**config.mk**
```make
export PLATFORM = sky130hd
export DESIGN_NAME = id_ex_stage_flat
export DESIGN_NICKNAME = d
export VERILOG_FILES = /design/src/rtl/mips_defs.sv /design/src/rtl/id_ex_stage_if.sv /design/src/rtl/id_ex_stage_fwd_mux.sv /design/src/rtl/id_ex_stage.sv /design/src/flat_wrapper.sv
export SDC_FILE = /design/constraint.sdc
export NUM_CORES = 1
export LEC_CHECK = 0
export CORE_ASPECT_RATIO = 0.6
export CORE_MARGIN = 2
export CORE_UTILIZATION = 30
export CTS_BUF_LIST = sky130_fd_sc_hd__clkbuf_4
export CTS_CLUSTER_DIAMETER = 200
export DETAILED_ROUTE_END_ITERATION = 7
export SLEW_MARGIN = 20
export SYNTH_ARGS = -nofsm -noshare
export SYNTH_HDL_FRONTEND = slang
export SYNTH_SLANG_ARGS = --single-unit
```
**constraint.sdc**
```tcl
create_clock -name clk -period 2.5 [get_ports clk]
set_clock_uncertainty 0.1 [all_clocks]
set_input_delay 0.5 -clock clk [delete_from_list [all_inputs] [get_ports clk]]
set_output_delay 0.5 -clock clk [all_outputs]
set_load 0.01 [all_outputs]
```
**src/rtl/mips_defs.sv**
```systemverilog
// mips_defs: shared widths, ALU opcodes and the EX-stage register layout.
package mips_defs;
    localparam int DW  = 32;
    localparam int RW  = 5;
    localparam int OPW = 5;

    localparam logic [OPW-1:0] A_NOP  = 5'd0;
    localparam logic [OPW-1:0] A_ADD  = 5'd1;
    localparam logic [OPW-1:0] A_SUB  = 5'd2;
    localparam logic [OPW-1:0] A_AND  = 5'd3;
    localparam logic [OPW-1:0] A_OR   = 5'd4;
    localparam logic [OPW-1:0] A_XOR  = 5'd5;
    localparam logic [OPW-1:0] A_NOR  = 5'd6;
    localparam logic [OPW-1:0] A_SLT  = 5'd7;
    localparam logic [OPW-1:0] A_SLTU = 5'd8;
    localparam logic [OPW-1:0] A_SLL  = 5'd9;
    localparam logic [OPW-1:0] A_SRL  = 5'd10;
    localparam logic [OPW-1:0] A_SRA  = 5'd11;
    localparam logic [OPW-1:0] A_SLLV = 5'd12;
    localparam logic [OPW-1:0] A_SRLV = 5'd13;
    localparam logic [OPW-1:0] A_SRAV = 5'd14;
    localparam logic [OPW-1:0] A_LUI  = 5'd15;

    typedef struct packed {
        logic           valid;
        logic [DW-1:0]  pc;
        logic [RW-1:0]  rs_addr;
        logic [RW-1:0]  rt_addr;
        logic [DW-1:0]  rs_data;
        logic [DW-1:0]  rt_data;
        logic [DW-1:0]  imm;
        logic [4:0]     shamt;
        logic [RW-1:0]  waddr;
        logic [OPW-1:0] alu_op;
        logic           src_a_shamt;
        logic           src_b_imm;
        logic           reg_we;
        logic           mem_read;
    } ex_reg_t;

    // A bubble is all-zero: invalid, A_NOP, no side effects, no stored data.
    localparam ex_reg_t EX_BUBBLE = '0;
endpackage

```
**src/rtl/id_ex_stage_if.sv**
```systemverilog
// id_ex_if: ID-side inputs, forwarding sources and ALU-side outputs of the ID/EX stage.
interface id_ex_if;
    import mips_defs::*;
    logic           stall, flush;
    logic           id_valid;
    logic [DW-1:0]  id_pc;
    logic [RW-1:0]  id_rs_addr, id_rt_addr;
    logic [DW-1:0]  id_rs_data, id_rt_data, id_imm;
    logic [4:0]     id_shamt;
    logic [RW-1:0]  id_waddr;
    logic [OPW-1:0] id_alu_op;
    logic           id_src_a_shamt, id_src_b_imm, id_reg_we, id_mem_read;
    logic           id_uses_rs, id_uses_rt;
    logic           exmem_we, memwb_we;
    logic [RW-1:0]  exmem_waddr, memwb_waddr;
    logic [DW-1:0]  exmem_wdata, memwb_wdata;
    logic [DW-1:0]  alu_a, alu_b;
    logic [OPW-1:0] alu_op;
    logic           ex_valid, ex_reg_we, ex_mem_read;
    logic [DW-1:0]  ex_pc, ex_rt_fwd;
    logic [RW-1:0]  ex_waddr;
    logic           hazard_stall;

    modport master (
        output stall, flush, id_valid, id_pc, id_rs_addr, id_rt_addr, id_rs_data, id_rt_data,
               id_imm, id_shamt, id_waddr, id_alu_op, id_src_a_shamt, id_src_b_imm, id_reg_we,
               id_mem_read, id_uses_rs, id_uses_rt, exmem_we, exmem_waddr, exmem_wdata,
               memwb_we, memwb_waddr, memwb_wdata,
        input  alu_a, alu_b, alu_op, ex_valid, ex_pc, ex_waddr, ex_reg_we, ex_mem_read,
               ex_rt_fwd, hazard_stall
    );
    modport slave (
        input  stall, flush, id_valid, id_pc, id_rs_addr, id_rt_addr, id_rs_data, id_rt_data,
               id_imm, id_shamt, id_waddr, id_alu_op, id_src_a_shamt, id_src_b_imm, id_reg_we,
               id_mem_read, id_uses_rs, id_uses_rt, exmem_we, exmem_waddr, exmem_wdata,
               memwb_we, memwb_waddr, memwb_wdata,
        output alu_a, alu_b, alu_op, ex_valid, ex_pc, ex_waddr, ex_reg_we, ex_mem_read,
               ex_rt_fwd, hazard_stall
    );
endinterface

```
**src/rtl/id_ex_stage_fwd_mux.sv**
```systemverilog
// fwd_mux: picks the newest value of a register from EX/MEM, MEM/WB or the register file.
module fwd_mux
    import mips_defs::*;
(
    input  logic [RW-1:0] addr,
    input  logic [DW-1:0] reg_data,
    input  logic          exmem_we,
    input  logic [RW-1:0] exmem_waddr,
    input  logic [DW-1:0] exmem_wdata,
    input  logic          memwb_we,
    input  logic [RW-1:0] memwb_waddr,
    input  logic [DW-1:0] memwb_wdata,
    output logic [DW-1:0] data
);
    always_comb begin
        data = (addr == '0) ? '0 :
               (exmem_we && exmem_waddr == addr) ? exmem_wdata :
               (memwb_we && memwb_waddr == addr) ? memwb_wdata : reg_data;
    end
endmodule

```
**src/rtl/id_ex_stage.sv**
```systemverilog
// id_ex_stage: ID/EX pipeline register with operand forwarding and load-use bubble insertion.
module id_ex_stage
    import mips_defs::*;
(
    input logic    clk,
    input logic    rst,
    id_ex_if.slave bus
);
    ex_reg_t       ex_q, id_d;
    logic [DW-1:0] fwd_rs, fwd_rt;

    always_comb begin
        id_d = EX_BUBBLE;
        if (bus.id_valid)
            id_d = '{valid: 1'b1, pc: bus.id_pc, rs_addr: bus.id_rs_addr, rt_addr: bus.id_rt_addr,
                     rs_data: bus.id_rs_data, rt_data: bus.id_rt_data, imm: bus.id_imm,
                     shamt: bus.id_shamt, waddr: bus.id_waddr, alu_op: bus.id_alu_op,
                     src_a_shamt: bus.id_src_a_shamt, src_b_imm: bus.id_src_b_imm,
                     reg_we: bus.id_reg_we, mem_read: bus.id_mem_read};
    end

    assign bus.hazard_stall = !rst && !bus.flush && bus.id_valid && ex_q.valid && ex_q.mem_read &&
                              ex_q.waddr != '0 &&
                              ((bus.id_uses_rs && bus.id_rs_addr == ex_q.waddr) ||
                               (bus.id_uses_rt && bus.id_rt_addr == ex_q.waddr));

    always_ff @(posedge clk) begin
        if (rst || bus.flush)
            ex_q <= EX_BUBBLE;
        else if (!bus.stall)
            ex_q <= bus.hazard_stall ? EX_BUBBLE : id_d;
    end

    fwd_mux u_fwd_rs (
        .addr(ex_q.rs_addr), .reg_data(ex_q.rs_data),
        .exmem_we(bus.exmem_we), .exmem_waddr(bus.exmem_waddr), .exmem_wdata(bus.exmem_wdata),
        .memwb_we(bus.memwb_we), .memwb_waddr(bus.memwb_waddr), .memwb_wdata(bus.memwb_wdata),
        .data(fwd_rs)
    );

    fwd_mux u_fwd_rt (
        .addr(ex_q.rt_addr), .reg_data(ex_q.rt_data),
        .exmem_we(bus.exmem_we), .exmem_waddr(bus.exmem_waddr), .exmem_wdata(bus.exmem_wdata),
        .memwb_we(bus.memwb_we), .memwb_waddr(bus.memwb_waddr), .memwb_wdata(bus.memwb_wdata),
        .data(fwd_rt)
    );

    assign bus.alu_a       = ex_q.src_a_shamt ? {{(DW-5){1'b0}}, ex_q.shamt} : fwd_rs;
    assign bus.alu_b       = ex_q.src_b_imm ? ex_q.imm : fwd_rt;
    assign bus.alu_op      = ex_q.alu_op;
    assign bus.ex_valid    = ex_q.valid;
    assign bus.ex_pc       = ex_q.pc;
    assign bus.ex_waddr    = ex_q.waddr;
    assign bus.ex_reg_we   = ex_q.reg_we;
    assign bus.ex_mem_read = ex_q.mem_read;
    assign bus.ex_rt_fwd   = fwd_rt;
endmodule

```
**src/flat_wrapper.sv**
```systemverilog
// flat-port wrapper written by rule: the top's interface ports become plain ports
module id_ex_stage_flat import mips_defs::*;
  (clk, rst, bus_stall, bus_flush, bus_id_valid, bus_id_pc, bus_id_rs_addr, bus_id_rt_addr, bus_id_rs_data, bus_id_rt_data, bus_id_imm, bus_id_shamt, bus_id_waddr, bus_id_alu_op, bus_id_src_a_shamt, bus_id_src_b_imm, bus_id_reg_we, bus_id_mem_read, bus_id_uses_rs, bus_id_uses_rt, bus_exmem_we, bus_exmem_waddr, bus_exmem_wdata, bus_memwb_we, bus_memwb_waddr, bus_memwb_wdata, bus_alu_a, bus_alu_b, bus_alu_op, bus_ex_valid, bus_ex_pc, bus_ex_waddr, bus_ex_reg_we, bus_ex_mem_read, bus_ex_rt_fwd, bus_hazard_stall);
  id_ex_if bus_i ();
  input logic clk;
  input logic rst;
  input wire logic [$bits(bus_i.stall)-1:0] bus_stall;
  input wire logic [$bits(bus_i.flush)-1:0] bus_flush;
  input wire logic [$bits(bus_i.id_valid)-1:0] bus_id_valid;
  input wire logic [$bits(bus_i.id_pc)-1:0] bus_id_pc;
  input wire logic [$bits(bus_i.id_rs_addr)-1:0] bus_id_rs_addr;
  input wire logic [$bits(bus_i.id_rt_addr)-1:0] bus_id_rt_addr;
  input wire logic [$bits(bus_i.id_rs_data)-1:0] bus_id_rs_data;
  input wire logic [$bits(bus_i.id_rt_data)-1:0] bus_id_rt_data;
  input wire logic [$bits(bus_i.id_imm)-1:0] bus_id_imm;
  input wire logic [$bits(bus_i.id_shamt)-1:0] bus_id_shamt;
  input wire logic [$bits(bus_i.id_waddr)-1:0] bus_id_waddr;
  input wire logic [$bits(bus_i.id_alu_op)-1:0] bus_id_alu_op;
  input wire logic [$bits(bus_i.id_src_a_shamt)-1:0] bus_id_src_a_shamt;
  input wire logic [$bits(bus_i.id_src_b_imm)-1:0] bus_id_src_b_imm;
  input wire logic [$bits(bus_i.id_reg_we)-1:0] bus_id_reg_we;
  input wire logic [$bits(bus_i.id_mem_read)-1:0] bus_id_mem_read;
  input wire logic [$bits(bus_i.id_uses_rs)-1:0] bus_id_uses_rs;
  input wire logic [$bits(bus_i.id_uses_rt)-1:0] bus_id_uses_rt;
  input wire logic [$bits(bus_i.exmem_we)-1:0] bus_exmem_we;
  input wire logic [$bits(bus_i.exmem_waddr)-1:0] bus_exmem_waddr;
  input wire logic [$bits(bus_i.exmem_wdata)-1:0] bus_exmem_wdata;
  input wire logic [$bits(bus_i.memwb_we)-1:0] bus_memwb_we;
  input wire logic [$bits(bus_i.memwb_waddr)-1:0] bus_memwb_waddr;
  input wire logic [$bits(bus_i.memwb_wdata)-1:0] bus_memwb_wdata;
  output wire logic [$bits(bus_i.alu_a)-1:0] bus_alu_a;
  output wire logic [$bits(bus_i.alu_b)-1:0] bus_alu_b;
  output wire logic [$bits(bus_i.alu_op)-1:0] bus_alu_op;
  output wire logic [$bits(bus_i.ex_valid)-1:0] bus_ex_valid;
  output wire logic [$bits(bus_i.ex_pc)-1:0] bus_ex_pc;
  output wire logic [$bits(bus_i.ex_waddr)-1:0] bus_ex_waddr;
  output wire logic [$bits(bus_i.ex_reg_we)-1:0] bus_ex_reg_we;
  output wire logic [$bits(bus_i.ex_mem_read)-1:0] bus_ex_mem_read;
  output wire logic [$bits(bus_i.ex_rt_fwd)-1:0] bus_ex_rt_fwd;
  output wire logic [$bits(bus_i.hazard_stall)-1:0] bus_hazard_stall;
  assign bus_i.stall = bus_stall;
  assign bus_i.flush = bus_flush;
  assign bus_i.id_valid = bus_id_valid;
  assign bus_i.id_pc = bus_id_pc;
  assign bus_i.id_rs_addr = bus_id_rs_addr;
  assign bus_i.id_rt_addr = bus_id_rt_addr;
  assign bus_i.id_rs_data = bus_id_rs_data;
  assign bus_i.id_rt_data = bus_id_rt_data;
  assign bus_i.id_imm = bus_id_imm;
  assign bus_i.id_shamt = bus_id_shamt;
  assign bus_i.id_waddr = bus_id_waddr;
  assign bus_i.id_alu_op = bus_id_alu_op;
  assign bus_i.id_src_a_shamt = bus_id_src_a_shamt;
  assign bus_i.id_src_b_imm = bus_id_src_b_imm;
  assign bus_i.id_reg_we = bus_id_reg_we;
  assign bus_i.id_mem_read = bus_id_mem_read;
  assign bus_i.id_uses_rs = bus_id_uses_rs;
  assign bus_i.id_uses_rt = bus_id_uses_rt;
  assign bus_i.exmem_we = bus_exmem_we;
  assign bus_i.exmem_waddr = bus_exmem_waddr;
  assign bus_i.exmem_wdata = bus_exmem_wdata;
  assign bus_i.memwb_we = bus_memwb_we;
  assign bus_i.memwb_waddr = bus_memwb_waddr;
  assign bus_i.memwb_wdata = bus_memwb_wdata;
  assign bus_alu_a = bus_i.alu_a;
  assign bus_alu_b = bus_i.alu_b;
  assign bus_alu_op = bus_i.alu_op;
  assign bus_ex_valid = bus_i.ex_valid;
  assign bus_ex_pc = bus_i.ex_pc;
  assign bus_ex_waddr = bus_i.ex_waddr;
  assign bus_ex_reg_we = bus_i.ex_reg_we;
  assign bus_ex_mem_read = bus_i.ex_mem_read;
  assign bus_ex_rt_fwd = bus_i.ex_rt_fwd;
  assign bus_hazard_stall = bus_i.hazard_stall;
  id_ex_stage u_core (.clk(clk), .rst(rst), .bus(bus_i));
endmodule
```
==> metrics.txt <==
Cell Area, Synth=~7500 µm²; final hold violation count=0; commonest non-fill, non-tap cell in the layout=clkdlybuf4s50_1; ys async rst share=0; maximum vdd drop=between 0.2 and 0.3 mV; Synth Instances=between 700 and 800; IO Pins=about 380; worst skew pair latency=around 0.60 ns; Mean Syn Cell Area=between 9 and 10 µm²; pre-CTS setup slack=-1.15 ns; FF+latch count, synth=about 160; port bufs=about 380; Global Route Usage Sum=0.251; number of fill cells=around 2200; WP data required=between 1.5 and 2 ns; Cell variety after synth=37; CP delay by family, top=buffers and inverters; drt drc=0; Rows=44; Core ar.=24400 µm²; Max clock buf depth=2; Reg clk slew, reported paths=0.15 ns; WS Path Type=primary input to output port; layout cells sized above 1=0.347; first-pass GRT wire length=49900 µm; largest cells by area after synthesis=dfxtp_1 42%, a22o_1 18%, buf_4 4.4%, mux2i_1 3.6%, nand2_1 3.5%; setup TNS=-54.00 ns; Slew Viols, Final=0; post-route ant nets=0; Comb pwr share=0.193; fmax=315 MHz; area of the die=roughly 26000 µm²; post-DR vias/cell=roughly 5.3; Worst path max stage delay=about 0.48 ns; Final Wtd Congestion=approximately 0.91; hold_buf cts=0; commonest register cell after synthesis=dfxtp_1; startpoint type of the worst setup path=primary input; critical-path cell list=clkdlybuf4s50_1 -> xor2_2 -> nor3b_2 -> and2_4 -> buf_12 -> buf_16 -> buf_12 -> mux2i_4 -> o21ai_2 -> buf_2; chip height=127 µm; Period Utilization, post-route=1.27; WP data arrival=roughly 2.6 ns; first-pass detailed-route iteration total=5; Crit path buffers/inverters=5; Nets=1479; crit path time final=3.17 ns; Hold Crit Class=primary input to register; CTS tree=done; total number of vias=8428; Final WS setup=-0.670 ns; Synth area leader=dfxtp_1; hpwl dp=roughly 25000 µm; largest net degree at the start of global routing=80; Setup crit end kind=output port; wire length per cell=approximately 22 µm; drt total wl=34800 µm; Die Width=209 µm; H-tree depth=4; CTS Sinks=~160; max_slew headroom=0.684; Root Driver=clkbuf_4; status=finished, violations left; number of buffers created by CTS=17; layout overhead on the synthesized area=79.5%; sequential share of power=0.466; Synth Warn #=0; DRT iter0 DRCs=a little under 600; Starting Density=0.308; sw frac=0.270; Clock Power Share=0.341; Leak=approximately 5.2 nW; number of flops mapped to enable cells by yosys=0; top-area cell type share of the netlist area=0.420; RSZ-0062 raised after global routing=yes; Tot Pwr=5.58 mW; Internal Power=between 4 and 5 mW; vias in the first global route=about 8000; Final setup viols=96; Tightest Pin Transition=~0.47 ns; global route overflow=0; Mapped Nets=1038; initial antenna violation count=4; failing checks=setup timing; Seq/Total Area, Yosys=0.420; max cap viols=0; Crit path top cell by count=buf_12; power density over the cells=413 nW/µm²; CP max-delay cell=clkdlybuf4s50_1; Critical Path Fanout Max=4; commonest non-fill, non-tap cells in the layout=282 x clkdlybuf4s50_1, 157 x a22o_1, 143 x dfxtp_1; NetSw=1.51 mW; R2R Setup Slk=around 0.42 ns
==> cell type report <==
type / count / area [µm²] / area share
multi-input combinational: 524 / 4580 / 0.339
timing repair buffer: 538 / 4980 / 0.369
sequential: 158 / 3210 / 0.237
tap: 322 / 403 / 0.0298
clock buffer: 17 / 128 / 0.00944
clock inverter: 15 / 215 / 0.0159
antenna: 2 / 5.00 / 0.000370
==> cells by family after synthesis <==
logic type,Yosys count,synth area share
AO/OA/AOI/OAI,328,0.339
XOR/XNOR,30,0.0349
buffers and inverters,116,0.0877
flip-flops,158,0.420
multiplexers,27,0.0359
AND/OR/NAND/NOR,139,0.0825
==> worst reg2reg max path, cell delays in order (launching register included) <==
cell and delay, ns:
dfxtp_4 0.39, buf_4 0.14, nor3_1 0.23, a21oi_1 0.12
buf_4 0.15, a21oi_4 0.30, buf_12 0.35, a22o_1 0.26
==> cells in the mapped netlist, types with 18 or more instances <==
cell type and number:
nand2_1 71, xnor2_1 18, mux2i_1 27, nor2_1 40, a22o_1 157, o21ai_1 22, a32oi_1 27, buf_4 44
dfxtp_1 158, a21oi_1 29, o21ai_0 47, buf_2 23, clkbuf_1 43
==> power by group through the flow <==
stage	clock (mW)	sequential (mW)	combinational, mW
after detailed placement	0	2.66	0.960
after floorplan	0	2.65	0.283
after CTS	1.96	2.61	1.02
after global placement	0	2.66	0.957
after global routing	2.08	2.61	1.13
final	1.91	2.60	1.08
==> flip-flops by register name (all words and copies together), names as in the netlist <==
register and flops:
u_core.bus.alu_op 5, u_core.bus.ex_mem_read 1, u_core.bus.ex_pc 32, u_core.bus.ex_reg_we 1, u_core.bus.ex_valid 1, u_core.bus.ex_waddr 5
u_core.ex_q 113
==> path summary, 6_finish.rpt <==
kind,startpoint,to,depth (start not counted)
max,bus_memwb_waddr[1],bus_alu_b[26],10
min,bus_id_rt_data[0],u_core.ex_q[51],2
max reg2reg,u_core.bus.ex_waddr[1],u_core.ex_q[108],7
min reg2reg,u_core.bus.ex_pc[4],u_core.bus.ex_pc[4],1
==> routing by layer <==
| metal | wire length [µm] | track usage | up-vias |
|---|---|---|---|
| li1 | - | - | 3882 |
| met1 | 15900 | 0.343 | 4077 |
| met2 | 15000 | 0.381 | 426 |
| met3 | 3320 | 0.0911 | 39 |
| met4 | 486 | 0.0550 | 4 |
| met5 | 23 | 0 | - |
==> per-stage QoR <==
stage	hold WS, ns	utilization	std cells	instance area, µm²
CTS	0.306	0.532	1558	13000
finish	0.376	0.553	1576	13500
detailed placement	0.364	0.501	1505	12300
global placement	0.361	0.501	1505	12300
floorplan	0.349	-	798	7530
global route	0.297	0.553	1575	13500
==> what timing repair did <==
action                     CTS  global route
buffers inserted            23            18
resized for setup          537            90
cloned                       2             1
pin swaps                   47            34
setup endpoints to repair   97            97
Power figures use the tool's default switching activity.
